File: config.mk
export PLATFORM = sky130hd
export DESIGN_NAME = fp_div_iter
export DESIGN_NICKNAME = d
export VERILOG_FILES = /design/src/rtl/fp_div_iter.sv
export SDC_FILE = /design/constraint.sdc
export NUM_CORES = 1
export LEC_CHECK = 0
export ABC_CLOCK_PERIOD_IN_PS = 3800
export CAP_MARGIN = 20
export CORE_UTILIZATION = 56
export CTS_CLUSTER_SIZE = 25
export DETAILED_ROUTE_END_ITERATION = 16
export HOLD_SLACK_MARGIN = 0.03
export PLACE_DENSITY = 0.8
export SLEW_MARGIN = 15
export SYNTH_ARGS = -nofsm -noshare
export SYNTH_HDL_FRONTEND = slang
export SYNTH_SLANG_ARGS = --single-unit
File: constraint.sdc
create_clock -name clk -period 3.8 [get_ports clk]
set_input_delay 0.76 -clock clk [delete_from_list [all_inputs] [get_ports clk]]
set_output_delay 0.76 -clock clk [all_outputs]
set_load 0.02 [all_outputs]
File: src/rtl/fp_div_iter.sv
// Sequential IEEE-754 divider (result = a / b); radix-2 restoring mantissa divide, one quotient bit per cycle.
// Latency: special operands valid after the accepting edge; normal operands MAN_W+5 edges counting the accepting edge.
// Backpressure: in_ready only in IDLE; result/flags held in DONE until out_ready. Define FP_DIV_ROUND_EN for round-to-nearest-even (default truncates).
module fp_div_iter #(
    parameter  int EXP_W = 8,
    parameter  int MAN_W = 23,
    localparam int XLEN  = 1 + EXP_W + MAN_W
) (
    input  logic            clk,
    input  logic            rst_n,
    input  logic            in_valid,
    output logic            in_ready,
    input  logic [XLEN-1:0] a,
    input  logic [XLEN-1:0] b,
    output logic            out_valid,
    input  logic            out_ready,
    output logic [XLEN-1:0] result,
    output logic            overflow,
    output logic            underflow,
    output logic            exception,
    output logic            div_by_zero
);

    localparam int ITER = MAN_W + 3;
    localparam int CW   = $clog2(ITER + 1);
    localparam int EW2  = EXP_W + 2;
    localparam logic [CW-1:0]         CNT_LAST = CW'(ITER - 1);
    localparam logic signed [EW2-1:0] BIAS_S   = EW2'((1 << (EXP_W - 1)) - 1);
    localparam logic signed [EW2-1:0] E_MAX    = EW2'((1 << EXP_W) - 1);
    localparam logic [XLEN-1:0]       QNAN     = {1'b0, {EXP_W{1'b1}}, 1'b1, {(MAN_W-1){1'b0}}};

    typedef enum logic [1:0] {IDLE, CALC, NORM, DONE} state_t;

    state_t state, state_nxt;

    logic                  sign_q;
    logic signed [EW2-1:0] e_q;
    logic [MAN_W+1:0]      rem_q;
    logic [MAN_W:0]        mb_q;
    logic [MAN_W+2:0]      q_q;
    logic [CW-1:0]         cnt_q;

    // operand unpack
    logic             sa, sb;
    logic [EXP_W-1:0] ea, eb;
    logic [MAN_W-1:0] fa, fb;
    assign sa = a[XLEN-1];
    assign sb = b[XLEN-1];
    assign ea = a[XLEN-2:MAN_W];
    assign eb = b[XLEN-2:MAN_W];
    assign fa = a[MAN_W-1:0];
    assign fb = b[MAN_W-1:0];

    // special-case classification of incoming operands; exponent 0 counts as zero
    logic             is_special, spec_exc, spec_dbz;
    logic [XLEN-1:0]  spec_res;
    logic             a_zero, b_zero, a_inf, b_inf, a_nan, b_nan, s_in;
    always_comb begin
        a_zero     = (ea == '0);
        b_zero     = (eb == '0);
        a_inf      = (ea == '1) && (fa == '0);
        b_inf      = (eb == '1) && (fb == '0);
        a_nan      = (ea == '1) && (fa != '0);
        b_nan      = (eb == '1) && (fb != '0);
        s_in       = sa ^ sb;
        is_special = 1'b1;
        spec_exc   = 1'b0;
        spec_dbz   = 1'b0;
        spec_res   = '0;
        if (a_nan || b_nan || (a_zero && b_zero) || (a_inf && b_inf)) begin
            spec_res = QNAN;
            spec_exc = 1'b1;
        end else if (b_zero) begin
            spec_res = {s_in, {EXP_W{1'b1}}, {MAN_W{1'b0}}};
            spec_dbz = 1'b1;
        end else if (a_inf) begin
            spec_res = {s_in, {EXP_W{1'b1}}, {MAN_W{1'b0}}};
        end else if (b_inf || a_zero) begin
            spec_res = {s_in, {(XLEN-1){1'b0}}};
        end else begin
            is_special = 1'b0;
        end
    end

    // normalise, round and range-check the finished quotient
    logic [MAN_W+2:0]      qn;
    logic signed [EW2-1:0] en;
    logic [MAN_W+1:0]      mant, mant_r;
    logic [MAN_W-1:0]      frac;
    logic                  round_up;
    logic [XLEN-1:0]       norm_res;
    logic                  norm_ovf, norm_unf;
`ifdef FP_DIV_ROUND_EN
    logic                  guard, sticky;
`endif
    always_comb begin
        qn = q_q;
        en = e_q;
        if (!q_q[MAN_W+2]) begin
            qn = {q_q[MAN_W+1:0], 1'b0};
            en = e_q - EW2'(1);
        end
        mant = {1'b0, qn[MAN_W+2:2]};
`ifdef FP_DIV_ROUND_EN
        guard    = qn[1];
        sticky   = qn[0] | (rem_q != '0);
        round_up = guard & (sticky | qn[2]);
`else
        round_up = 1'b0;
`endif
        mant_r = mant + {{(MAN_W+1){1'b0}}, round_up};
        if (mant_r[MAN_W+1]) begin
            frac = mant_r[MAN_W:1];
            en   = en + EW2'(1);
        end else begin
            frac = mant_r[MAN_W-1:0];
        end
        norm_ovf = 1'b0;
        norm_unf = 1'b0;
        norm_res = {sign_q, en[EXP_W-1:0], frac};
        if (en >= E_MAX) begin
            norm_res = {sign_q, {EXP_W{1'b1}}, {MAN_W{1'b0}}};
            norm_ovf = 1'b1;
        end else if (en <= 0) begin
            norm_res = {sign_q, {(XLEN-1){1'b0}}};
            norm_unf = 1'b1;
        end
    end

    // state register
    always_ff @(posedge clk or negedge rst_n) begin
        if (!rst_n) state <= IDLE;
        else        state <= state_nxt;
    end

    // next-state and handshake outputs
    always_comb begin
        state_nxt = state;
        in_ready  = 1'b0;
        out_valid = 1'b0;
        case (state)
            IDLE: begin
                in_ready = 1'b1;
                if (in_valid) state_nxt = is_special ? DONE : CALC;
            end
            CALC: if (cnt_q == CNT_LAST) state_nxt = NORM;
            NORM: state_nxt = DONE;
            DONE: begin
                out_valid = 1'b1;
                if (out_ready) state_nxt = IDLE;
            end
            default: state_nxt = IDLE;
        endcase
    end

    // datapath: operand latch, restoring divide step, result/flag registers
    logic [MAN_W+1:0] rem_sub;
    assign rem_sub = rem_q - {1'b0, mb_q};
    always_ff @(posedge clk or negedge rst_n) begin
        if (!rst_n) begin
            sign_q      <= 1'b0;
            e_q         <= '0;
            rem_q       <= '0;
            mb_q        <= '0;
            q_q         <= '0;
            cnt_q       <= '0;
            result      <= '0;
            overflow    <= 1'b0;
            underflow   <= 1'b0;
            exception   <= 1'b0;
            div_by_zero <= 1'b0;
        end else begin
            case (state)
                IDLE: if (in_valid) begin
                    sign_q      <= s_in;
                    overflow    <= 1'b0;
                    underflow   <= 1'b0;
                    exception   <= spec_exc;
                    div_by_zero <= spec_dbz;
                    if (is_special) begin
                        result <= spec_res;
                    end else begin
                        rem_q <= {2'b01, fa};
                        mb_q  <= {1'b1, fb};
                        q_q   <= '0;
                        cnt_q <= '0;
                        e_q   <= $signed({2'b00, ea}) - $signed({2'b00, eb}) + BIAS_S;
                    end
                end
                CALC: begin
                    if (rem_q >= {1'b0, mb_q}) begin
                        rem_q <= {rem_sub[MAN_W:0], 1'b0};
                        q_q   <= {q_q[MAN_W+1:0], 1'b1};
                    end else begin
                        rem_q <= {rem_q[MAN_W:0], 1'b0};
                        q_q   <= {q_q[MAN_W+1:0], 1'b0};
                    end
                    cnt_q <= cnt_q + CW'(1);
                end
                NORM: begin
                    result    <= norm_res;
                    overflow  <= norm_ovf;
                    underflow <= norm_unf;
                end
                default: ;
            endcase
        end
    end

endmodule

Word level (Yosys, flattened, before mapping). Cells that the tools add are included.

Logic and storage cells: 100. Register bits after elaboration: 129. Output and inout port bits: 38. Input port bits: 68.

Reduce and logical (&&, ||, !) cells: 25. Bitwise gates (word level): 2. Muxes and demuxes: 42. $add $sub $neg: 5. Equality and inequality tests: 11. $lt $le $gt $ge: 3.

Operators by type and width (number): $mux 32 (6); $mux 25 (4); $pmux 32 s2 (1); $mux 31 (2); $mux 26 (2); $pmux 26 s2 (1); $pmux 25 s2 (1); $logic_not 23->1 (2); $reduce_bool 23->1 (2); $ge 25x24->1 (1); $sub 24x24->24 (1); $eq 8x8->1 const B (2); $logic_not 8->1 (2); $mux 1 (14); $reduce_and 3->1 (4); $add 9x8->10 const B (1); $ge 10x9->1 const B (1); $le 10x1->1 const B (1); $mux 10 (1); $mux 5 (2); $ne 2x2->1 const B (5); $pmux 5 s2 (1); $sub 10x2->10 const B (1); $sub 8x8->9 (1); other kinds (14) (29).

Depth between registers and ports, before layout. Gate-level depths: netlist of run 1.

Depth in word-level cells: 10. Mapped depth: 12. Depth with buffers taken out: 11.

Worst setup path after synthesis of run 1. No wires, ideal clock.

Path type: in2reg. Start point: in a[23]. End point: reg e_q[7]. Slack: 1.001 ns. Stages on the path: 11. Arrival: 2.665 ns. Cell sequence: inv_1 -> ha_1 -> fa_1 -> nor2b_1 -> o21ai_0 -> a21boi_0 -> o31a_1 -> a21oi_1 -> nor4b_1 -> xnor2_1 -> o21ai_0.

Word-level cells in the longest chain between the ends: 8.

RTL lines: from (decl) (RTL line 13) `input logic [XLEN-1:0] a,`; parallel branches: the longest is 8 deep, another holds $add 9x8->10; to (signal assigned) (RTL line 187) `e_q <= $signed({2'b00, ea}) - $signed({2'b00, eb}) + BIAS_S;`; to (decl) (RTL line 37) `logic signed [EW2-1:0] e_q;`.

Several ways; the timed one is not identified. A chain may end at the register's enable or synchronous reset.

Worst setup path in the final report of run 1. Same ends and word-level chain as after synthesis.

==> results of run 1 <==
[per-stage QoR]
stage	setup WS (ns)	std cells	hold slack, ns	util, %
2_1_floorplan	1.00	967	0.418	-
3_3_place_gp	0.313	1220	0.433	66.9
3_5_place_dp	0.215	1220	0.438	66.9
4_1_cts	0.655	1252	0.443	71.1
5_1_grt	0.375	1252	0.469	71.1
6_report	0.642	1252	0.404	71.1
[per-layer routing]
layer	share of wire (%)	wire (µm)	vias up
met2	49	9830	207
li1	-	-	3606
met3	4.6	933	44
met5	0	0	-
met4	2.8	556	0
met1	44	8790	3540
[final timing paths]
path                                      start               endpoint  slack [ns]
setup / recovery                          a[23]     e_q[7]$_DFFE_PN0P_        0.64
hold / removal                            rst_n     e_q[9]$_DFFE_PN0P_        0.40
setup reg to reg             e_q[0]$_DFFE_PN0P_  result[2]$_DFFE_PN0P_        0.68
hold reg to reg            mb_q[23]$_DFFE_PN0P_   mb_q[23]$_DFFE_PN0P_        0.45
max in group asynchronous                 rst_n  result[0]$_DFFE_PN0P_        2.56
min in group clk           mb_q[23]$_DFFE_PN0P_   mb_q[23]$_DFFE_PN0P_        0.45
[cells by family (layout without fill, tap and decap cells)]
logic type,count (synthesis),after routing,share of synthesized area [%]
AO/OA/AOI/OAI,230,230,17.5
flip-flops,129,129,39.4
buffers and inverters,100,205,4.92
XOR/XNOR,40,40,4.28
adder cells (fa/ha/maj),42,42,6.60
AND/OR/NAND/NOR,383,383,22.0
multiplexers,43,43,5.30
[flip-flops by register name (all words and copies together), names as in the netlist, 2 cells and up]
name	count
result	32
q_q	26
rem_q	25
mb_q	24
e_q	10
cnt_q	5
state	2
[layout by cell type (no fill, tap or decap), types with 9 or more instances in the layout]
master / Yosys / routed
buf_4: 0 / 15
nand4_1: 11 / 11
a21oi_1: 58 / 58
o21ai_2: 20 / 21
nor2_1: 82 / 81
ha_1: 40 / 40
o22ai_1: 16 / 16
nand3_1: 42 / 42
dfrtp_1: 129 / 129
nor2b_1: 11 / 11
mux2i_1: 40 / 40
clkbuf_16: 0 / 17
xnor2_1: 23 / 23
a21o_1: 11 / 11
nor3_1: 16 / 16
inv_1: 51 / 51
clkdlybuf4s50_1: 0 / 104
xor2_1: 17 / 17
or3_1: 9 / 9
nor4_1: 22 / 22
o21ai_0: 69 / 69
a31oi_1: 10 / 9
nand2_1: 153 / 153
[area by class of cell]
cell class / count / area [µm²] / area share, %
clock buffer: 18 / 429 / 4.28
clock inverter: 14 / 168 / 1.67
inverter: 52 / 195 / 1.95
multi-input combinational: 738 / 4580 / 45.7
sequential: 129 / 3230 / 32.2
tap: 180 / 225 / 2.25
timing repair buffer: 121 / 1190 / 11.9
[critical path: cells and delay by family]
kind | cells | cell delay, ns
AO/OA/AOI/OAI | 5 | 0.76
AND/OR/NAND/NOR | 2 | 0.59
adder cells (fa/ha/maj) | 2 | 0.63
buffers and inverters | 2 | 0.55
XOR/XNOR | 1 | 0.16
[power groups by stage]
| stage | Clock, mW | Sequential [mW] | Combinational (mW) |
|---|---|---|---|
| after CTS | 1.68 | 2.11 | 4.87 |
| after global routing | 1.75 | 2.16 | 5.45 |
| after detailed placement | 0 | 2.13 | 4.81 |
| final | 1.68 | 2.12 | 4.92 |
| after floorplan | 0 | 2.07 | 3.67 |
| after global placement | 0 | 2.11 | 4.70 |
==> impl_metrics.tcl, run 1 <==
set metrics [dict create \
    drc_errors 0 \
    post_cts_buffers 0 \
    tritoncts "built" \
    cp_slowest_stage_delay_ns 0.50 \
    setup_viol_count_final 0 \
    core_mm2 0.0141 \
    p_leak_nw 4.40 \
    cp_max_fo 3 \
    insertion_delay_ns 0.43 \
    combPwrFrac_pct 56.4 \
    cts_resized 0 \
    grt_use_met1_pct 36.9 \
    diodes 0 \
    synth_cell_types 69 \
    worstPathArrival_ns 3.47 \
    synth_top_area_share_pct 39.4 \
    gp_congestion 0.917 \
    wl_per_cell_um 16.1 \
    vdd_drop_max_v 0.000556 \
    synth-edff-count 0 \
    cts_buffers 17 \
    clkSlewWorstSetupHoldPaths_ns 0.07 \
    cpMaxStageDelayCell "clkdlybuf4s50_1" \
    die_h_um 123 \
    max_cap_viol_count 0 \
    fmax_mhz 317 \
    start_kind "input pin" \
    worstSetupPathType "input pin to register" \
    postCtsHoldBufs 0 \
    syn_nets 1077 \
    cts_buffer_depth 2 \
    cts_root_buffer "clkbuf_16" \
    cp.required_ns 4.11 \
    drt-total-wl_um 20100 \
    num_vias 7397 \
    overflow 0 \
    firstDrtPassIters 5 \
    boundaryPins 106 \
    synth-async-reset-ratio_pct 100 \
    track_usage_pct 28.5 \
    clock-sinks 129 \
    final_antenna_net_count 0 \
    syn_inst 967 \
    design_area_mm2 0.0100 \
    synth_most_common_cell "nand2_1" \
    die_area_mm2 0.0151 \
    yosys-top-cells-area "dfrtp_1, nand2_1, ha_1, mux2i_1, o21ai_0" \
    hold_viol 0 \
    syn_area_per_cell_um2 8.47 \
    areaGrowthSynthToFinish_pct 22.4 \
    swShare_pct 45.4 \
    maxSlewHeadroom_pct 34.7 \
    r2r_cells 10 \
    antenna_found_initial 0 \
    via_per_inst 5.91 \
    busiest_layer "met2" \
    syn_area_mm2 0.00819 \
    p_clk_share_pct 19.3 \
    dp_hpwl_um 14300 \
    crit_path_frequent_cell "o21ai_0" \
    grt_pass1_vias 6928 \
    grt_pass1_wl_um 33300 \
    fp.dieW_um 123 \
    maxSlewViolCount 0 \
    drive_above_1_share_pct 8.12 \
    p_sw_mw 3.95 \
    total_power_mw 8.71 \
    period_share_pct 83.1 \
    end_kind "register" \
    finalNetCount 1169 \
    grt_use_met3_pct 4.66 \
    rsz0062_at_grt "no" \
    power.internal_mw 4.76 \
    status "complete, no violations" \
    ys_warn_count 0 \
    num-fill-cells 1107 \
    setup_tns_ns 0 \
    tightest_slew_ns 0.980 \
    grt_max_degree 70 \
    cts-htree-levels 4 \
    seqPwrFrac_pct 24.3 \
    holdCritPathClass "input pin to asynchronous set/reset pin" \
    start_util_pct 58.1 \
    placed_area_mm2 0.00943 \
    clock_skew_ns 0.00882 \
    yosysSeqAreaShare_pct 39.4 \
    grtUsageMet2_pct 47.3 \
    synth-seq-cells 129 \
    synthFlopType "dfrtp_1" \
    yosys.area.top_type "dfrtp_1" \
    synthTopCellsByCount "nand2_1, dfrtp_1, nor2_1" \
    num_rows 43 \
    cellPowerDensity_mw_per_mm2 869 \
    period_minus_slack_ns 3.16 \
    drt_iter0_drc 593 \
    port_buffers 105 \
    cp_cell_sequence "clkdlybuf4s50_1 > inv_1 > ha_1 > fa_1 > nor2b_1 > o21ai_0 > a21boi_0 > o31a_1 > a21oi_1 > nor4b_1 > xnor2_1 > o21ai_0" \
]
Power figures use the tool's default switching activity.
==> run 2: changes to the inputs <==
--- a/config.mk
+++ b/config.mk
@@ -5,7 +5,7 @@
 export SDC_FILE = /design/constraint.sdc
 export NUM_CORES = 1
 export LEC_CHECK = 0
-export ABC_CLOCK_PERIOD_IN_PS = 3800
+export ABC_CLOCK_PERIOD_IN_PS = 3000
 export CAP_MARGIN = 20
 export CORE_UTILIZATION = 56
 export CTS_CLUSTER_SIZE = 25
==> constraint.sdc (replaced) <==
create_clock -name clk -period 3 [get_ports clk]
set_input_delay 0.6 -clock clk [delete_from_list [all_inputs] [get_ports clk]]
set_output_delay 0.6 -clock clk [all_outputs]
set_load 0.02 [all_outputs]
==> run 2 against run 1 <==
Effect of this change:
- critical path depth increased by 1
- cell count up 2.6%
- setup slack worse by 0.57 ns
- count of clock-buffer cells in the layout grew 2
- clock power increased by 27%
- highest routed layer unchanged
==> impl_metrics.tcl, run 2 (synthesis results as in run 1) <==
set metrics [dict create \
    grt_pass1_wl_um 35400 \
    final_core_util_pct 73.4 \
    tightest_slew_ns 0.637 \
    postCtsHoldBufs 0 \
    layout_common_cells "nand2_1, dfrtp_1, clkdlybuf4s50_1" \
    drt-total-wl_um 21200 \
    clkSlewWorstSetupHoldPaths_ns 0.06 \
    finalNetCount 1202 \
    holdCritPathClass "input pin to asynchronous set/reset pin" \
    period_share_pct 97.6 \
    stdcell_count 1284 \
    cts_buffers 17 \
    rsz0062_at_grt "yes" \
    tritoncts "built" \
    grt_pass1_vias 7421 \
    maxSlewViolCount 0 \
    clock_skew_ns 0.00976 \
    power.internal_mw 6.32 \
    max_cap_viol_count 0 \
    core_mm2 0.0141 \
    insertion_delay_ns 0.43 \
    p_clk_share_pct 18.8 \
    grt_max_degree 67 \
    via_per_inst 5.96 \
    track_usage_pct 30.2 \
    num_rows 43 \
    final_antenna_net_count 0 \
    worstPathArrival_ns 3.24 \
    cp.required_ns 3.31 \
    end_kind "register" \
    drive_above_1_share_pct 11.1 \
    top_register "result" \
    die_area_mm2 0.0151 \
    maxSlewHeadroom_pct 56.4 \
    antenna_found_initial 0 \
    start_kind "input pin" \
    setup_viol_count_final 0 \
    p_sw_mw 5.04 \
    vdd_drop_max_v 0.000708 \
    num-fill-cells 1036 \
    worstSetupPathType "input pin to register" \
    diodes 0 \
    boundaryPins 106 \
    cts_root_buffer "clkbuf_16" \
    cts_buffer_depth 2 \
    port_buffers 105 \
    period_minus_slack_ns 2.93 \
    overflow 0 \
    place_inst 1253 \
    firstDrtPassIters 5 \
    p_leak_nw 4.58 \
    status "complete, no violations" \
    drc_errors 0 \
    gp_congestion 0.931 \
    cts-htree-levels 4 \
    combPwrFrac_pct 57.7 \
    num_vias 7648 \
    areaGrowthSynthToFinish_pct 26.4 \
    swShare_pct 44.4 \
    die_h_um 123 \
    seqPwrFrac_pct 23.6 \
    largest_reg_flops 32 \
    hold_viol 0 \
    dp_hpwl_um 15100 \
    start_util_pct 58.1 \
    fp.dieW_um 123 \
    hold_ws_ns 0.191 \
    fmax_mhz 342 \
    clock-sinks 129 \
    cellPowerDensity_mw_per_mm2 1100 \
    reg_top3 "result (32), q_q (26), rem_q (25)" \
    cp_max_fo 3 \
    drt_iter0_drc 646 \
    wl_per_cell_um 16.5 \
    layout_commonest_cell "nand2_1" \
]
[run 2: changes by cell type in the layout (fill, tap and decap cells not counted), sizes merged]
cell / change
buf: +33
inv: -5
clkbuf: +2
clkinvlp: +2
bufinv: +1
clkinv: -1
[run 2: worst paths after layout]
kind                                      start                      to  slack [ns]  depth (start not counted)
setup reg to reg             e_q[1]$_DFFE_PN0P_  result[23]$_DFFE_PN0P_        0.13                         11
min in group clk           mb_q[23]$_DFFE_PN0P_    mb_q[23]$_DFFE_PN0P_        0.47                          2
hold / removal                            rst_n      e_q[8]$_DFFE_PN0P_        0.19                          1
max in group asynchronous                 rst_n  result[20]$_DFFE_PN0P_        2.03                          2
hold reg to reg            mb_q[23]$_DFFE_PN0P_    mb_q[23]$_DFFE_PN0P_        0.47                          2
setup / recovery                          a[23]      e_q[7]$_DFFE_PN0P_        0.07                         13
[run 2: timing repair]
| action | in CTS | in global routing |
|---|---|---|
| setup buffers | 0 | 0 |
| endpoints found under the hold margin | 0 | 0 |
| gates resized for setup | 0 | 6 |
| setup endpoints to repair | 0 | 34 |
[run 2: per-layer routing]
metal  vias to the layer above  wire, µm  GRT usage, %
met1                      3641      8900          36.9
met3                        55      1180          6.18
li1                       3669         -             -
met2                       283     10500          50.9
met4                         0       639          13.9
met5                         -         0             0
[run 2: layout make-up]
| class | instances | area [µm²] | area share (%) |
|---|---|---|---|
| multi-input combinational | 738 | 4600 | 44.5 |
| tap | 180 | 225 | 2.18 |
| timing repair buffer | 154 | 1490 | 14.4 |
| clock inverter | 11 | 155 | 1.50 |
| sequential | 129 | 3230 | 31.2 |
| inverter | 52 | 195 | 1.89 |
| clock buffer | 20 | 447 | 4.32 |
[run 2: power groups by stage]
stage / sequential (mW) / clock, mW / combinational, mW
global placement: 2.67 / 0 / 6.24
global route: 2.74 / 2.22 / 7.27
detailed placement: 2.68 / 0 / 6.37
finish: 2.68 / 2.13 / 6.55
floorplan: 2.62 / 0 / 4.64
CTS: 2.66 / 2.15 / 6.46
[run 2: stage by stage]
stage	setup TNS (ns)	worst slack (ns)	power, mW	area (µm²)
finish	0	0.0726	11.4	10300
global placement	-1.23	-0.293	8.91	9720
CTS	0	0.0414	11.3	10300
global route	-0.235	-0.112	12.2	10300
floorplan	0	0.306	7.27	8190
detailed placement	-2.12	-0.355	9.05	9720
[run 2: worst max-delay path: stages]
cell,delay (ns)
clkdlybuf4s50_1,0.50
inv_1,0.05
ha_1,0.22
fa_1,0.39
nor2b_1,0.11
o21ai_0,0.10
a21boi_1,0.25
o31a_1,0.21
a21oi_2,0.06
nor4b_1,0.36
buf_4,0.18
xnor2_1,0.10
o21ai_0,0.09
==> run 3: changes to the inputs <==
==> constraint.sdc (replaced) <==
create_clock -name clk -period 3 [get_ports clk]
set_input_delay 0.3 -clock clk [delete_from_list [all_inputs] [get_ports clk]]
set_output_delay 0.3 -clock clk [all_outputs]
set_load 0.02 [all_outputs]
==> run 3 against run 2 <==
Effect of this change:
- cell count down 1.2%
- core utilization down 1.4 points
- sequential power hardly changed
- global-route usage shrank 1.2 points
- via count down 2.4%
- die area unchanged
- count of clock-buffer cells in the layout down 1
- critical path type is now register to register
- critical endpoint is now result[14]$_DFFE_PN0P_
==> impl_metrics.tcl, run 3 (synthesis results as in run 1) <==
set metrics [dict create \
    status "complete, no violations" \
    maxSlewHeadroom_pct 42.9 \
    reg_top3 "result (32), q_q (26), rem_q (25)" \
    boundaryPins 106 \
    grt_pass1_vias 7118 \
    vdd_drop_max_v 0.000699 \
    largest_reg_flops 32 \
    areaGrowthSynthToFinish_pct 23.9 \
    clkSlewWorstSetupHoldPaths_ns 0.06 \
    start_kind "register" \
    cts_buffer_depth 2 \
    worstPathArrival_ns 3.20 \
    period_share_pct 95.1 \
    cp.required_ns 3.35 \
    cts-htree-levels 4 \
    final_antenna_net_count 0 \
    layout_common_cells "nand2_1, dfrtp_1, clkdlybuf4s50_1" \
    insertion_delay_ns 0.42 \
    max_cap_viol_count 0 \
    drive_above_1_share_pct 9.83 \
    placed_area_mm2 0.00953 \
    drt-total-wl_um 20700 \
    num-fill-cells 1127 \
    cts_buffers 17 \
    num_vias 7465 \
    via_per_inst 5.88 \
    drc_errors 0 \
    worstSetupPathType "register to register" \
    top_register "result" \
    tightest_slew_ns 0.857 \
    diodes 0 \
    period_minus_slack_ns 2.85 \
    design_area_mm2 0.0101 \
    layout.area.seq_mm2 0.00323 \
    die_area_mm2 0.0151 \
    grt_pass1_wl_um 34000 \
    cp_max_fo 11 \
    drt_iter0_drc 669 \
    start_util_pct 58.1 \
    hold_viol 0 \
    multi_input_area_mm2 0.00461 \
    die_h_um 123 \
    fmax_mhz 350 \
    finalNetCount 1186 \
    rsz0062_at_grt "no" \
    firstDrtPassIters 7 \
    core_mm2 0.0141 \
    port_buffers 105 \
    holdCritPathClass "input pin to asynchronous set/reset pin" \
    layout_commonest_cell "nand2_1" \
    clock-sinks 129 \
    setup_viol_count_final 0 \
    wl_per_cell_um 16.3 \
    grt_max_degree 66 \
    end_kind "register" \
    total_power_mw 11.1 \
    maxSlewViolCount 0 \
    dp_hpwl_um 14700 \
    track_usage_pct 29.0 \
    fp.dieW_um 123 \
    place_inst 1234 \
    antenna_found_initial 0 \
    overflow 0 \
    cts_root_buffer "clkbuf_16" \
    hold_ws_ns 0.373 \
    p_leak_nw 4.48 \
    cellPowerDensity_mw_per_mm2 1100 \
    stdcell_count 1269 \
    num_rows 43 \
    r2r_cells 10 \
    gp_congestion 0.920 \
    clock_skew_ns 0.00626 \
    final_core_util_pct 72.0 \
    tritoncts "built" \
]
-- run 3: where the power goes --
group / leakage, nW / internal, mW / switching, mW
combinational: 2.54 / 2.66 / 3.77
sequential: 1.66 / 2.25 / 0.430
clock: 0.280 / 1.18 / 0.836
total: 4.48 / 6.09 / 5.04
-- run 3: area by class of cell --
class / count / share of cell area, %
multi-input cells: 739 / 45.4
repair buffers: 137 / 13.0
clock buffers: 19 / 4.37
well taps: 180 / 2.22
clock inverters: 13 / 1.25
flip-flops and latches: 129 / 31.8
inverters: 52 / 1.92
-- run 3: final timing paths --
check                                     start                     end  slack [ns]
min in group clk           mb_q[23]$_DFFE_PN0P_    mb_q[23]$_DFFE_PN0P_        0.45
max in group asynchronous                 rst_n   rem_q[23]$_DFFE_PN0P_        1.80
max                          e_q[1]$_DFFE_PN0P_  result[14]$_DFFE_PN0P_        0.15
min                                       rst_n      e_q[9]$_DFFE_PN0P_        0.37
min reg2reg                mb_q[23]$_DFFE_PN0P_    mb_q[23]$_DFFE_PN0P_        0.45
max reg2reg                  e_q[1]$_DFFE_PN0P_  result[14]$_DFFE_PN0P_        0.15
-- run 3: layer usage --
metal | track usage [%] | vias to the layer above | wire [µm]
met5 | 0 | - | 0
met4 | 10.7 | 0 | 582
met3 | 5.81 | 47 | 1020
met2 | 48.0 | 234 | 10100
met1 | 37.5 | 3550 | 9020
li1 | - | 3634 | -
-- run 3: repair_timing --
action | 4_1_cts | 5_1_grt
hold endpoints to repair | 33 | 0
setup buffers | 0 | 1
gates resized for setup | 0 | 5
hold buffers | 1 | 0
setup endpoints to repair | 0 | 29
-- run 3: critical path: stages, from the launching register on --
cell and delay, ns:
dfrtp_2 0.45, inv_1 0.08, ha_1 0.18, or3b_4 0.44, nor3b_1 0.21, a31oi_1 0.08, o32ai_2 0.23, a21oi_2 0.13
buf_4 0.16, or4_4 0.65, o21ai_2 0.17
-- run 3: through the flow --
step,setup WS (ns),TNS [ns]
final,0.147,0
after detailed placement,-0.0404,-0.0627
after global routing,0.00813,0
after CTS,0.0371,0
after global placement,0.0276,0
after floorplan,0.306,0
